--- src/rtl/seg7_pkg.sv ---
// seg7_pkg: shared 7-segment definitions.
//   seg_t      - 7-bit segment vector, bit order g..a (bit 6 = g, bit 0 = a)
//   SEG_BLANK  - all segments off (active-low)
//   HEX7       - hex digit 0..F to active-low segment pattern
//   hex7()     - nibble to segment pattern lookup
package seg7_pkg;

   typedef logic [6:0] seg_t;

   localparam seg_t SEG_BLANK = 7'h7F;

   // Active-low patterns, index = nibble value.
   localparam seg_t HEX7 [16] = '{
      7'h40, 7'h79, 7'h24, 7'h30,   // 0 1 2 3
      7'h19, 7'h12, 7'h02, 7'h78,   // 4 5 6 7
      7'h00, 7'h10, 7'h08, 7'h03,   // 8 9 A b
      7'h46, 7'h21, 7'h06, 7'h0E    // C d E F
   };

   function automatic seg_t hex7(input logic [3:0] nibble);
      return HEX7[nibble];
   endfunction

endpackage

--- src/rtl/seg7_scan.sv ---
// seg7_scan: multiplexed N-digit hex display driver.
// Ports:
//   clk, rst_n   clock, synchronous active-low reset
//   disp         value to show, DIGITS nibbles, nibble 0 on dig[0]
//   ss           segments g..a, active-low, registered
//   dig          digit selects, active-low one-hot, registered
// Each digit slot lasts SCAN_DIV clocks. ss/dig are loaded once, in the first
// clock of a slot, so a display change appears from the next slot onward.
// Build option: define LEADING_ZERO_BLANK_EN to blank leading zero digits
// (digit 0 always shows).
module seg7_scan
   import seg7_pkg::*;
#(
   parameter int DIGITS   = 4,
   parameter int SCAN_DIV = 50000
) (
   input  logic                  clk,
   input  logic                  rst_n,
   input  logic [4*DIGITS-1:0]   disp,
   output logic [6:0]            ss,
   output logic [DIGITS-1:0]     dig
);

   localparam int DW = 4 * DIGITS;
   localparam int CW = $clog2(SCAN_DIV);
   localparam int IW = (DIGITS > 1) ? $clog2(DIGITS) : 1;

   logic [CW-1:0]     scan_cnt;
   logic [IW-1:0]     scan_idx;
   logic [3:0]        nibble;
   logic [DIGITS-1:0] upper_nz;   // upper_nz[k]: nibble k or any above is non-zero
   logic              blank;
   seg_t              seg_next;

   genvar gi;
   generate
      for (gi = 0; gi < DIGITS; gi++) begin : g_upper
         assign upper_nz[gi] = |disp[DW-1:4*gi];
      end
   endgenerate

   assign nibble = disp[4*int'(scan_idx) +: 4];

`ifdef LEADING_ZERO_BLANK_EN
   assign blank = (scan_idx != '0) && !upper_nz[scan_idx];
`else
   assign blank = 1'b0;
`endif

   assign seg_next = blank ? SEG_BLANK : hex7(nibble);

   always_ff @(posedge clk) begin
      if (!rst_n) begin
         scan_cnt <= '0;
         scan_idx <= '0;
         ss       <= SEG_BLANK;
         dig      <= '1;
      end else begin
         if (scan_cnt == CW'(SCAN_DIV - 1)) begin
            scan_cnt <= '0;
            scan_idx <= (scan_idx == IW'(DIGITS - 1)) ? '0 : scan_idx + 1'b1;
         end else begin
            scan_cnt <= scan_cnt + 1'b1;
         end
         // First clock of a slot: index has just moved, latch select and segments.
         if (scan_cnt == '0) begin
            dig <= ~(DIGITS'(1) << scan_idx);
            ss  <= seg_next;
         end
      end
   end

endmodule

--- src/rtl/seg7_fifo_viewer.sv ---
// seg7_fifo_viewer: data generator -> synchronous FIFO -> display register ->
// multiplexed hex 7-segment display.
// Ports:
//   clk, rst_n   clock, synchronous active-low reset
//   en_tick      one-clk enable; qualifies push and pop
//   gen_en       push request (level)
//   rd_en        pop request (level)
//   ss, dig      active-low segments (g..a) and digit selects
//   usedw        FIFO occupancy 0..DEPTH
//   full, empty  occupancy flags (registered)
//   drop         one-clk pulse when a push is requested while full
// Generator: GEN_MODE=0 incrementing counter, GEN_MODE=1 Galois LFSR (POLY mask).
// Build option: LEADING_ZERO_BLANK_EN (see seg7_scan).
module seg7_fifo_viewer
   import seg7_pkg::*;
#(
   parameter int          DIGITS   = 4,
   parameter int          DEPTH    = 16,
   parameter int          GEN_MODE = 0,
   parameter int unsigned POLY     = 32'h0000_B400,
   parameter int          SCAN_DIV = 50000
) (
   input  logic                     clk,
   input  logic                     rst_n,
   input  logic                     en_tick,
   input  logic                     gen_en,
   input  logic                     rd_en,
   output logic [6:0]               ss,
   output logic [DIGITS-1:0]        dig,
   output logic [$clog2(DEPTH):0]   usedw,
   output logic                     full,
   output logic                     empty,
   output logic                     drop
);

   localparam int             DW       = 4 * DIGITS;
   localparam int             AW       = $clog2(DEPTH);
   localparam logic [DW-1:0]  POLY_W   = DW'(POLY);
   localparam logic [DW-1:0]  GEN_SEED = (GEN_MODE == 1) ? DW'(1) : '0;

   logic [DW-1:0] mem [DEPTH];
   logic [AW-1:0] wr_ptr;
   logic [AW-1:0] rd_ptr;
   logic [AW:0]   usedw_reg;
   logic [AW:0]   usedw_next;
   logic          full_reg;
   logic          empty_reg;
   logic          drop_reg;
   logic [DW-1:0] gen_reg;
   logic [DW-1:0] gen_next;
   logic [DW-1:0] disp_reg;
   logic          push;
   logic          pop;

   // A push while full stays blocked even when a pop frees a slot on the same tick.
   assign push = en_tick & gen_en & ~full_reg;
   assign pop  = en_tick & rd_en  & ~empty_reg;

   generate
      if (GEN_MODE == 1) begin : g_lfsr
         assign gen_next = gen_reg[0] ? ((gen_reg >> 1) ^ POLY_W) : (gen_reg >> 1);
      end else begin : g_count
         assign gen_next = gen_reg + 1'b1;
      end
   endgenerate

   always_comb begin
      usedw_next = usedw_reg;
      case ({push, pop})
         2'b10:   usedw_next = usedw_reg + 1'b1;
         2'b01:   usedw_next = usedw_reg - 1'b1;
         default: usedw_next = usedw_reg;
      endcase
   end

   // Storage has no reset so it maps onto block RAM.
   always_ff @(posedge clk) begin
      if (push) begin
         mem[wr_ptr] <= gen_reg;
      end
   end

   always_ff @(posedge clk) begin
      if (!rst_n) begin
         wr_ptr    <= '0;
         rd_ptr    <= '0;
         usedw_reg <= '0;
         full_reg  <= 1'b0;
         empty_reg <= 1'b1;
         drop_reg  <= 1'b0;
         gen_reg   <= GEN_SEED;
         disp_reg  <= '0;
      end else begin
         drop_reg <= en_tick & gen_en & full_reg;
         if (push) begin
            wr_ptr  <= wr_ptr + 1'b1;
            gen_reg <= gen_next;
         end
         if (pop) begin
            rd_ptr   <= rd_ptr + 1'b1;
            disp_reg <= mem[rd_ptr];
         end
         usedw_reg <= usedw_next;
         full_reg  <= (usedw_next == (AW+1)'(DEPTH));
         empty_reg <= (usedw_next == '0);
      end
   end

   assign usedw = usedw_reg;
   assign full  = full_reg;
   assign empty = empty_reg;
   assign drop  = drop_reg;

   seg7_scan #(
      .DIGITS   (DIGITS),
      .SCAN_DIV (SCAN_DIV)
   ) u_scan (
      .clk   (clk),
      .rst_n (rst_n),
      .disp  (disp_reg),
      .ss    (ss),
      .dig   (dig)
   );

endmodule
--- config.mk ---
export PLATFORM = sky130hd
export DESIGN_NAME = seg7_fifo_viewer
export DESIGN_NICKNAME = d
export VERILOG_FILES = /design/src/rtl/seg7_pkg.sv /design/src/rtl/seg7_scan.sv /design/src/rtl/seg7_fifo_viewer.sv
export SDC_FILE = /design/constraint.sdc
export NUM_CORES = 1
export LEC_CHECK = 0
export CORE_UTILIZATION = 43
export DETAILED_ROUTE_END_ITERATION = 10
export SETUP_SLACK_MARGIN = 0.3
export SKIP_CTS_REPAIR_TIMING = 1
export SYNTH_ARGS = -nofsm -noshare
export SYNTH_HDL_FRONTEND = slang
export SYNTH_HIERARCHICAL = 1
export SYNTH_SLANG_ARGS = --single-unit
--- constraint.sdc ---
create_clock -name clk -period 7.8 [get_ports clk]
set_clock_uncertainty 0.05 [all_clocks]
set_input_delay 1.17 -clock clk [delete_from_list [all_inputs] [get_ports clk]]
set_output_delay 1.17 -clock clk [all_outputs]
set_load 0.05 [all_outputs]
==> results by group <==
Route
  – Vias: 7022
  – Initial DRC Count: 503
  – Pre-antenna DRT Iters: 5
  – Routed len/inst: 21.5 um
  – DRT Wirelength: between 20000 and 30000 um
  – DRC viols: 0
  – Vias per inst: ~5.6
  – Final antenna-violating net count: 0

GRT
  – Grt total ovfl: 0
  – Busiest grt layer: met2
  – Pin count of the biggest net entering global routing: 66
  – Initial antenna violation count: 0
  – Met2 Track Usage GR: between 20 and 30%
  – GRT Total Usage: 17.7%
  – Routing usage on met3: roughly 2.6%
  – First-pass GRT wire length: 42100 um
  – Met1 track demand over resource: 26.3%
  – Vias in the first global route: about 6900

Worst setup path
  – Critical path type: primary input to register
  – R2R depth: 5
  – CP Launch Type: primary input
  – Worst Path Required: a little over 8 ns
  – WP data arrival: about 4.2 ns
  – CP Max Fanout: 22
  – Crit end category: register

Place
  – DP HPWL: 16100 um
  – Gpl congestion: about 0.76
  – Port-buffer cells: 23

Floorplan
  – Die X: between 150 and 200 um
  – Die Y: roughly 180 um
  – Initial core utilization: a little over two fifths
  – Io pins: 24
  – Die area: between 0.03 and 0.04 sq mm
  – Core Rows: 64
  – Core footprint: just over 0.03 sq mm

STA
  – Relative slew slack: 26.6%
  – Fin crit share: between 40% and 50%
  – Period minus WS final: ~3.8 ns
  – Worst-margin pin slew: between 1 and 1.5 ns
  – Fmax: approximately 0.26 GHz
  – Slew Limit Fails: 0
  – Fin Setup TNS: 0 ns
  – Hold slack: about 0.41 ns
  – Final setup viols: 0
  – Unrepaired setup endpoints after global routing: no
  – Hold Fails Final Rpt: 0

Logic synthesis
  – Share of flip-flops with an asynchronous set or reset: 0%
  – Sequential fraction of the synthesis area: between 60% and 70%
  – Adder-cell share of the synthesized area: 1.86%
  – Flops & latches, synth: around 330
  – Synthesized instance count: slightly above 800
  – Synth top area share: between 50% and 60%
  – Main synth FF type: edfxtp_1
  – EDFF count, synth: around 260
  – Post-Syn Nets: 832
  – Synth Area in XOR/XNOR: 2.15%
  – Post-synthesis mux area share: about an eighth
  – Post-Synthesis Mean Instance Area: roughly 17 sq um
  – Mapped Area: between 0.01 and 0.015 sq mm
  – YS warnings: 6
  – Yosys top cell by area: edfxtp_1
  – Largest family of logic cells by synthesized area: multiplexers
  – Synthesized-area fraction occupied by and/or/nand/nor cells: a little under 8%
  – Synth Area in Compound Gates: under 10%
  – Yosys cell types: just under 60
  – Dominant cells by area after synthesis: edfxtp_1 (57%), dfxtp_1 (11%), mux4_2 (11%)

Cells and area
  – Area grow syn2layout: 13.1%
  – Final #Nets: roughly 870
  – Most frequent cells in the layout: edfxtp_1 (256), dfxtp_1 (75), mux4_2 (68)
  – Largest Register: mem
  – Max reg flops: roughly 260
  – Layout fillers: 2560
  – Commonest non-fill, non-tap cell in the layout: edfxtp_1
  – Layout cells sized above 1: approximately 19%
  – N_diodes: 0

CTS
  – Clk_lat worst skew: about 0.49 ns
  – Clock buffer count from CTS: 35
  – Root Buffer: clkbuf_16
  – CTS Sinks: between 300 and 400
  – Clk buf depth: 3
  – Clock transition at the registers of the reported paths: about 0.06 ns
  – H-tree Lvls: 2
  – CTS tree: yes

Power
  – Power per cell area: around 240 mW/mm^2
  – Comb pwr share: under 10%
  – Peak VDD IR: around 140 uV
  – Leakage: between 5 and 6 nW
  – Seq pwr share: between 50% and 60%
  – NetSw: 765 uW
  – Sw frac: 20.8%
  – Int Power: a little under 3 mW
  – Tot Pwr: roughly 3.7 mW
  – Clock share of power: between 40 and 50%

Run status
  – Outcome: finished, final reports clean

Job
  – Max_cap viols: 0

Worst hold path
  – Hold Path Class: register to register
  – Min-Delay Path Depth: 2
## metrics by stage
step	cells	utilization, %	setup WS, ns	instance area (sq um)
global route	1264	49.7	3.68	15200
global placement	1202	46.1	3.60	14100
detailed placement	1202	46.1	3.50	14100
CTS	1264	49.7	4.01	15200
floorplan	807	-	4.30	13500
finish	1264	49.7	3.97	15200
## area by class of cell
type | instances | area [sq um] | share of cell area, %
clock buffers | 55 | 1060 | 6.99
clock inverters | 7 | 31.3 | 0.205
inverters | 15 | 56.3 | 0.369
multi-input cells | 414 | 3970 | 26.1
flip-flops and latches | 333 | 9230 | 60.6
well taps | 396 | 495 | 3.25
repair buffers | 44 | 383 | 2.51
## metal layers
layer  up-vias  part of all wire [%]  wire (um)
met2       131                    47      12800
met4         0                   1.4        376
met1      3606                    48      13000
li1       3252                     -          -
met5         -                     0          0
met3        33                   4.0       1090
## critical path, cell delays in order
cell and delay, ns:
clkdlybuf4s50_1 0.50, nand3b_2 0.42, inv_1 0.45, nand2_1 0.11, xnor2_1 0.14, ha_1 0.31, nor3b_1 0.38, o211ai_1 0.15
a31oi_1 0.21, a31oi_1 0.08, and4bb_1 0.28
## worst paths after layout
kind	from	slack (ns)	end
max	en_tick	3.97	full
min	disp_reg[7]	0.41	disp_reg[7]
max reg2reg	rd_ptr[0]	4.63	disp_reg[14]
min reg2reg	disp_reg[7]	0.41	disp_reg[7]
## cells in the mapped netlist, drive strengths merged (3+ instances only)
library cell and number:
edfxtp 256, dfxtp 77, mux4 68, nor2 31, nand3 28, o21ai 26, nand2 25, and2 24
clkbuf 23, buf 22, ha 20, xnor2 18, a221oi 17, a22o 16, nand4 16, inv 15
xor2 15, nor3 12, nor2b 11, a21oi 8, mux2i 8, o211ai 8, a21boi 7, or3 7
nand2b 6, or4 6, and3 5, o31ai 4, and4 3
## power by group through the flow
stage	registers [mW]	clock network, mW	logic [mW]
floorplan	1.99	0	0.109
detailed placement	1.98	0	0.174
finish	1.94	1.58	0.172
global placement	1.98	0	0.173
global route	1.94	1.68	0.187
CTS	1.94	1.61	0.174
## cell families after synthesis
| family | Yosys count |
|---|---|
| DFF | 333 |
| AOI/OAI and AO/OA | 97 |
| xor gates and xnor gates | 33 |
| and+or+nand+nor | 188 |
| muxes | 76 |
| buffers and inverters | 60 |
| adders and majority gates | 20 |
(Power assumes the default switching activity.)
